$ cat config.mk
export PLATFORM = sky130hd
export DESIGN_NAME = mem_port_arbiter
export DESIGN_NICKNAME = d
export VERILOG_FILES = /design/src/rtl/mem_port_arbiter.sv
export SDC_FILE = /design/constraint.sdc
export NUM_CORES = 1
export LEC_CHECK = 0
export ABC_AREA = 1
export BUFFER_PORTS_ARGS = -buffer_cell sky130_fd_sc_hd__buf_2
export CAP_MARGIN = 30
export CORE_MARGIN = 1
export CORE_UTILIZATION = 40
export CTS_CLUSTER_SIZE = 30
export DETAILED_ROUTE_END_ITERATION = 16
export PLACE_DENSITY = 0.69
export SYNTH_ARGS = -nofsm -noshare
export SYNTH_HDL_FRONTEND = slang
export SYNTH_SLANG_ARGS = --single-unit
$ cat constraint.sdc
create_clock -name clk -period 1.7 [get_ports clk]
set_clock_uncertainty 0.1 [all_clocks]
set_input_delay 0 -clock clk [delete_from_list [all_inputs] [get_ports clk]]
set_output_delay 0 -clock clk [all_outputs]
set_load 0.05 [all_outputs]
$ cat src/rtl/mem_port_arbiter.sv
// Arbitrates one outstanding fetch/data access onto a single memory bus; data wins ties, with an optional fetch starvation guard (ARB_STARVE_GUARD_EN).
// Latency: req seen in IDLE -> mem_req next cycle; ack -> *_ready next cycle. Requesters stall until their ready pulse.
module mem_port_arbiter #(
    parameter int unsigned XLEN         = 32,
    parameter int unsigned ALEN         = 32,
    parameter int unsigned TIMEOUT_CYC  = 255,
    parameter int unsigned STARVE_LIMIT = 4
) (
    input  logic            clk,
    input  logic            rst,
    input  logic            if_req,
    input  logic [ALEN-1:0] if_addr,
    output logic            if_ready,
    output logic [XLEN-1:0] if_rdata,
    input  logic            d_req,
    input  logic            d_we,
    input  logic [ALEN-1:0] d_addr,
    input  logic [XLEN-1:0] d_wdata,
    input  logic [3:0]      d_be,
    output logic            d_ready,
    output logic [XLEN-1:0] d_rdata,
    output logic            mem_req,
    output logic            mem_we,
    output logic [ALEN-1:0] mem_addr,
    output logic [XLEN-1:0] mem_wdata,
    output logic [3:0]      mem_be,
    input  logic            mem_ack,
    input  logic [XLEN-1:0] mem_rdata,
    output logic            bus_err
);

    typedef enum logic [1:0] {
        IDLE  = 2'd0,
        GNT_I = 2'd1,
        GNT_D = 2'd2,
        RESP  = 2'd3
    } state_t;

    // Counter compares against the last cycle index so mem_req stays high for exactly TIMEOUT_CYC cycles.
    localparam logic [7:0] TMO_LAST = 8'(TIMEOUT_CYC - 1);

    if (TIMEOUT_CYC == 0 || TIMEOUT_CYC > 255 || STARVE_LIMIT > 255) begin : g_bad_cfg
        $error("mem_port_arbiter: TIMEOUT_CYC must be 1..255 and STARVE_LIMIT at most 255");
    end

    state_t          state_q, state_d;
    logic            mem_req_q, mem_req_d;
    logic            mem_we_q, mem_we_d;
    logic [ALEN-1:0] mem_addr_q, mem_addr_d;
    logic [XLEN-1:0] mem_wdata_q, mem_wdata_d;
    logic [3:0]      mem_be_q, mem_be_d;
    logic [7:0]      tmo_q, tmo_d;
    logic            if_ready_q, if_ready_d;
    logic            d_ready_q, d_ready_d;
    logic [XLEN-1:0] if_rdata_q, if_rdata_d;
    logic [XLEN-1:0] d_rdata_q, d_rdata_d;
    logic            bus_err_q, bus_err_d;

    logic            starve_w;
    logic            grant_d_w;
    logic            grant_i_w;

    assign grant_d_w = (state_q == IDLE) && d_req && !starve_w;
    assign grant_i_w = (state_q == IDLE) && if_req && !grant_d_w;

`ifdef ARB_STARVE_GUARD_EN
    localparam logic [7:0] STREAK_MAX = 8'(STARVE_LIMIT);

    logic [7:0] streak_q, streak_d;

    assign starve_w = if_req && (streak_q == STREAK_MAX);

    // Streak counts data grants that overtook a waiting fetch.
    always_comb begin
        streak_d = streak_q;
        if (grant_i_w) begin
            streak_d = 8'd0;
        end else if (grant_d_w) begin
            if (!if_req) begin
                streak_d = 8'd0;
            end else if (streak_q != 8'hFF) begin
                streak_d = streak_q + 8'd1;
            end
        end
    end

    always_ff @(posedge clk) begin
        if (!rst) begin
            streak_q <= 8'd0;
        end else begin
            streak_q <= streak_d;
        end
    end
`else
    assign starve_w = 1'b0;
`endif

    always_comb begin
        state_d     = state_q;
        mem_req_d   = mem_req_q;
        mem_we_d    = mem_we_q;
        mem_addr_d  = mem_addr_q;
        mem_wdata_d = mem_wdata_q;
        mem_be_d    = mem_be_q;
        tmo_d       = tmo_q;
        if_ready_d  = 1'b0;
        d_ready_d   = 1'b0;
        if_rdata_d  = if_rdata_q;
        d_rdata_d   = d_rdata_q;
        bus_err_d   = bus_err_q;

        case (state_q)
            IDLE: begin
                if (grant_d_w) begin
                    state_d     = GNT_D;
                    mem_req_d   = 1'b1;
                    mem_we_d    = d_we;
                    mem_addr_d  = d_addr;
                    mem_wdata_d = d_wdata;
                    mem_be_d    = d_be;
                    tmo_d       = 8'd0;
                end else if (grant_i_w) begin
                    state_d     = GNT_I;
                    mem_req_d   = 1'b1;
                    mem_we_d    = 1'b0;
                    mem_addr_d  = if_addr;
                    mem_wdata_d = '0;
                    mem_be_d    = 4'hF;
                    tmo_d       = 8'd0;
                end
            end

            GNT_I, GNT_D: begin
                if (mem_ack) begin
                    state_d   = RESP;
                    mem_req_d = 1'b0;
                    if (state_q == GNT_I) begin
                        if_rdata_d = mem_rdata;
                        if_ready_d = 1'b1;
                    end else begin
                        d_rdata_d = mem_we_q ? '0 : mem_rdata;
                        d_ready_d = 1'b1;
                    end
                end else if (tmo_q == TMO_LAST) begin
                    // Abort still answers the requester so the CPU never deadlocks.
                    state_d   = RESP;
                    mem_req_d = 1'b0;
                    bus_err_d = 1'b1;
                    if (state_q == GNT_I) begin
                        if_rdata_d = '0;
                        if_ready_d = 1'b1;
                    end else begin
                        d_rdata_d = '0;
                        d_ready_d = 1'b1;
                    end
                end else begin
                    tmo_d = tmo_q + 8'd1;
                end
            end

            RESP: begin
                state_d = IDLE;
            end

            default: begin
                state_d = IDLE;
            end
        endcase
    end

    always_ff @(posedge clk) begin
        if (!rst) begin
            state_q     <= IDLE;
            mem_req_q   <= 1'b0;
            mem_we_q    <= 1'b0;
            mem_addr_q  <= '0;
            mem_wdata_q <= '0;
            mem_be_q    <= 4'h0;
            tmo_q       <= 8'd0;
            if_ready_q  <= 1'b0;
            d_ready_q   <= 1'b0;
            if_rdata_q  <= '0;
            d_rdata_q   <= '0;
            bus_err_q   <= 1'b0;
        end else begin
            state_q     <= state_d;
            mem_req_q   <= mem_req_d;
            mem_we_q    <= mem_we_d;
            mem_addr_q  <= mem_addr_d;
            mem_wdata_q <= mem_wdata_d;
            mem_be_q    <= mem_be_d;
            tmo_q       <= tmo_d;
            if_ready_q  <= if_ready_d;
            d_ready_q   <= d_ready_d;
            if_rdata_q  <= if_rdata_d;
            d_rdata_q   <= d_rdata_d;
            bus_err_q   <= bus_err_d;
        end
    end

    assign mem_req   = mem_req_q;
    assign mem_we    = mem_we_q;
    assign mem_addr  = mem_addr_q;
    assign mem_wdata = mem_wdata_q;
    assign mem_be    = mem_be_q;
    assign if_ready  = if_ready_q;
    assign if_rdata  = if_rdata_q;
    assign d_ready   = d_ready_q;
    assign d_rdata   = d_rdata_q;
    assign bus_err   = bus_err_q;

endmodule

==> results.rst <==
.. list-table::
   :header-rows: 1

   * - Metric
     - Value
   * - Post-CTS clock slew at the launch and capture registers of the worst setup and hold paths
     - 0.06 ns
   * - Number of design rule violations left after detail routing
     - 0
   * - Share of cells above drive strength 1
     - 29.02%
   * - Relative max-transition margin
     - 69.58%
   * - Worst flop-to-flop path startpoint
     - state_q[1]
   * - Reg2reg end
     - mem_wdata[14]
   * - Initial antenna violation count
     - 1
   * - Synthesized area divided by synthesized cell count
     - 7.280 µm²
   * - Number of placed I/O pins
     - 275
   * - Total clock buffers created by CTS
     - 17
   * - Pin count of the biggest net entering global routing
     - 73
   * - Warnings, synthesis
     - 0
   * - Tmin final
     - 1.661 ns
   * - Area post-placement
     - 7991 µm²
   * - First-pass GRT wire length
     - 35.77 mm
   * - Horiz. Die Dim
     - 127.1 µm
   * - Final #Nets
     - 1397
   * - Adder-cell area share of the yosys netlist
     - 0.7994%
   * - Number of port buffers
     - 274
   * - Req. time, crit path
     - 1.93 ns
   * - GRT Overall Usage
     - 28.12%
   * - Type of element capturing the critical path
     - flop
   * - Worst hold path cell count
     - 5
   * - Compound-cell area share of the yosys netlist
     - 17.71%
   * - Vias in the first global route
     - 7166
   * - Final number of hold-violating endpoints
     - 0
   * - Post-synthesis cell count
     - 860
   * - Fin. max-slew vios
     - 0
   * - Power per cell area
     - 1858 nW/µm²
   * - Row count
     - 45
   * - Worst voltage drop across the vdd grid
     - 1147 µV
   * - Number of unique standard cell types used by synthesis
     - 22
   * - Critical path startpoint category
     - flop
   * - Arrival time reported for the critical path endpoint
     - 1.89 ns
   * - Layout overhead on the synthesized area
     - 60.85%
   * - CTS sink cnt
     - 147
   * - Initial DRC count
     - 631
   * - Total setup violations reported at the end of the flow
     - 0
   * - Clock tree from TritonCTS
     - built
   * - Htree depth
     - 4
   * - Synthesized area
     - 6261 µm²
   * - Simple-Gate Fraction of Synth Area
     - 27.10%
   * - Core Footprint
     - 15260 µm²
   * - Run status
     - completed
   * - Static leakage
     - 0.004691 µW
   * - DR WL/cell
     - 16.10 µm
   * - Register-to-register setup slack
     - 0.04 ns
   * - Via total after detailed routing
     - 7658
   * - DP Wirelength
     - 13.04 mm
   * - Path class of the lowest-slack min-delay path
     - input pin to flop
   * - Slowest stage cell, crit path
     - dfxtp_1
   * - DRT Wirelength
     - 23.83 mm
   * - F_max
     - 0.6020 GHz
   * - Post-synthesis sequential element count
     - 147
   * - Die Span Y
     - 127.1 µm
   * - Max clock buf depth
     - 2
   * - Cells traversed along the worst timing path
     - inv_1 > ha_4 > nand2_4 > inv_2 > buf_12 > buf_4 > nand2_1 > a21oi_1
   * - Max stage delay on crit path
     - 0.31 ns
   * - Largest family of logic cells by synthesized area
     - simple AND/OR/NAND/NOR gates
   * - Cell chosen for the clock root
     - clkbuf_16
   * - Total overflow reported by the global router
     - 0
   * - Share of the cycle needed by the critical path after routing
     - 97.71%
   * - Starting utilization of the core area
     - 41.03%
   * - Tightest Pin Transition
     - 0.4563 ns
   * - Post-Synth XOR/XNOR Area
     - 0%
   * - Detail-routed via count per cell
     - 5.174
   * - Mux cell area share after synthesis
     - 0%
   * - GPL Wtd Cong
     - 0.8142
   * - Buffer count from post-CTS setup fixing
     - 0
   * - Number of cell instances on the worst register-to-register path
     - 8
   * - First-pass iteration count of the detailed router
     - 5
   * - Hold worst-path end
     - mem_req
   * - Worst hold path startpoint
     - mem_ack
   * - Final design area excluding fillers
     - 10070 µm²
   * - Insertion delay of the later-clocked pin in the worst-skew pair
     - 0.42 ns
   * - Fraction of the yosys area taken by sequential cells
     - 47.00%
   * - Antenna viol nets, final
     - 0
   * - Max-capacitance violation count
     - 0
   * - Total nets after synthesis
     - 1002
   * - Die Outline Area
     - 16160 µm²
   * - Top fanout value on the critical path
     - 14
   * - CP delay by family, top
     - buffers and inverters
   * - Total power
     - 18710 µW
   * - Setup CP Type
     - flop to flop
   * - Combined buffer and inverter count along the critical path
     - 4
power by group:
| group | total (µW) | switching (µW) | internal (µW) |
|---|---|---|---|
| clock | 3740 | 1500 | 2240 |
| combinational | 10100 | 6940 | 3180 |
| sequential | 4850 | 476 | 4380 |
worst register-to-register path, stage by stage, from the launching register on:
cell and delay, ns:
dfxtp_1 0.31, inv_1 0.10, ha_4 0.18, nand2_4 0.09, inv_2 0.12, buf_12 0.17
buf_4 0.20, nand2_1 0.11, a21oi_1 0.21
logic make-up (layout without fill, tap and decap cells):
| logic type | count (synthesis) | in the layout |
|---|---|---|
| buf+inv | 96 | 504 |
| flops | 147 | 147 |
| fa+ha+maj | 4 | 4 |
| compound gates | 208 | 208 |
| simple gates | 405 | 405 |
| other cells | 0 | 1 |
how the worst max path moves through the flow:
stage	startpoint	end	slack (ns)	cells past startpoint
2_1_floorplan	state_q[0]	tmo_q[4]	0.02	10
3_3_place_gp	state_q[1]	if_rdata[14]	0.03	8
3_5_place_dp	state_q[0]	if_rdata[9]	-0.02	8
4_1_cts	state_q[0]	mem_wdata[14]	0.03	8
5_1_grt	state_q[1]	mem_wdata[14]	-0.001	8
6_report	state_q[1]	mem_wdata[14]	0.04	8
area by class of cell:
cell class	instances	area, µm²
Inverter	20	75.07
Multi-Input combinational cell	617	2923
Antenna cell	1	2.502
Timing Repair Buffer	452	3278
Fill cell	1227	5187
Clock inverter	11	125.1
Clock buffer	21	460.4
Tap cell	211	264.0
Sequential cell	147	2943
synthesized netlist by cell type, drive strengths merged:
master / count / area share [%]
nand3: 104 / 8.5
inv: 19 / 1.1
dfxtp: 147 / 47
o221a: 4 / 0.72
clkinv: 1 / 0.060
o21a: 1 / 0.12
buf: 35 / 3.7
o21ai: 34 / 2.7
clkbuf: 41 / 2.5
o22ai: 32 / 3.2
nand2: 207 / 13
nor2: 88 / 5.4
a21oi: 137 / 11
nor3: 1 / 0.080
ha: 4 / 0.80
nand4: 5 / 0.50
stage by stage:
stage | hold WS, ns | TNS [ns] | utilization (%) | worst slack, ns | cells
after detailed placement | 0.1566 | -0.1163 | 52.37 | -0.01612 | 1309
after floorplan | 0.04825 | 0 | - | 0.01595 | 860
after CTS | 0.01565 | 0 | 65.08 | 0.02757 | 1476
after global placement | 0.1527 | 0 | 52.37 | 0.03141 | 1309
final | 0.03395 | 0 | 66.00 | 0.03900 | 1480
after global routing | 0.1001 | -0.001406 | 66.00 | -0.001406 | 1480
sequential cells by signal, indices dropped and copies added, names as in the netlist:
signal	cells
tmo_q	8
bus_err	1
mem_addr	32
if_ready	1
mem_req	1
d_rdata	32
state_q	2
mem_we	1
mem_be	4
d_ready	1
mem_wdata	32
if_rdata	32
metal layers:
metal	up-vias	part of all wire, %	global-route usage, %
li1	3689	-	-
met1	3443	39	33.29
met2	453	47	47.12
met3	73	8.5	7.161
met4	0	4.8	14.57
met5	-	0	0
cells in the final DEF (no fill, tap or decap), types with 3 or more instances in the layout:
| cell type | Yosys | final |
|---|---|---|
| o221a_2 | 4 | 4 |
| nor2_1 | 86 | 86 |
| o21ai_0 | 34 | 33 |
| dfxtp_1 | 147 | 147 |
| nand2_4 | 0 | 3 |
| buf_12 | 0 | 13 |
| inv_1 | 19 | 16 |
| nand3_1 | 103 | 101 |
| inv_2 | 0 | 3 |
| dlygate4sd3_1 | 0 | 135 |
| clkbuf_16 | 0 | 20 |
| clkinvlp_4 | 0 | 5 |
| nand2_1 | 203 | 201 |
| buf_2 | 16 | 273 |
| a21oi_1 | 137 | 136 |
| o22ai_1 | 32 | 32 |
| nand4_1 | 5 | 5 |
| buf_4 | 0 | 25 |
repair_timing:
action	in CTS	in global routing
resized for setup	1	14
hold buffers	135	0
gates cloned	0	3
pin swaps	0	1
endpoints found under the hold margin	134	0
endpoints found under the setup margin	30	109
No activity file was read; power rests on OpenSTA's default activity.
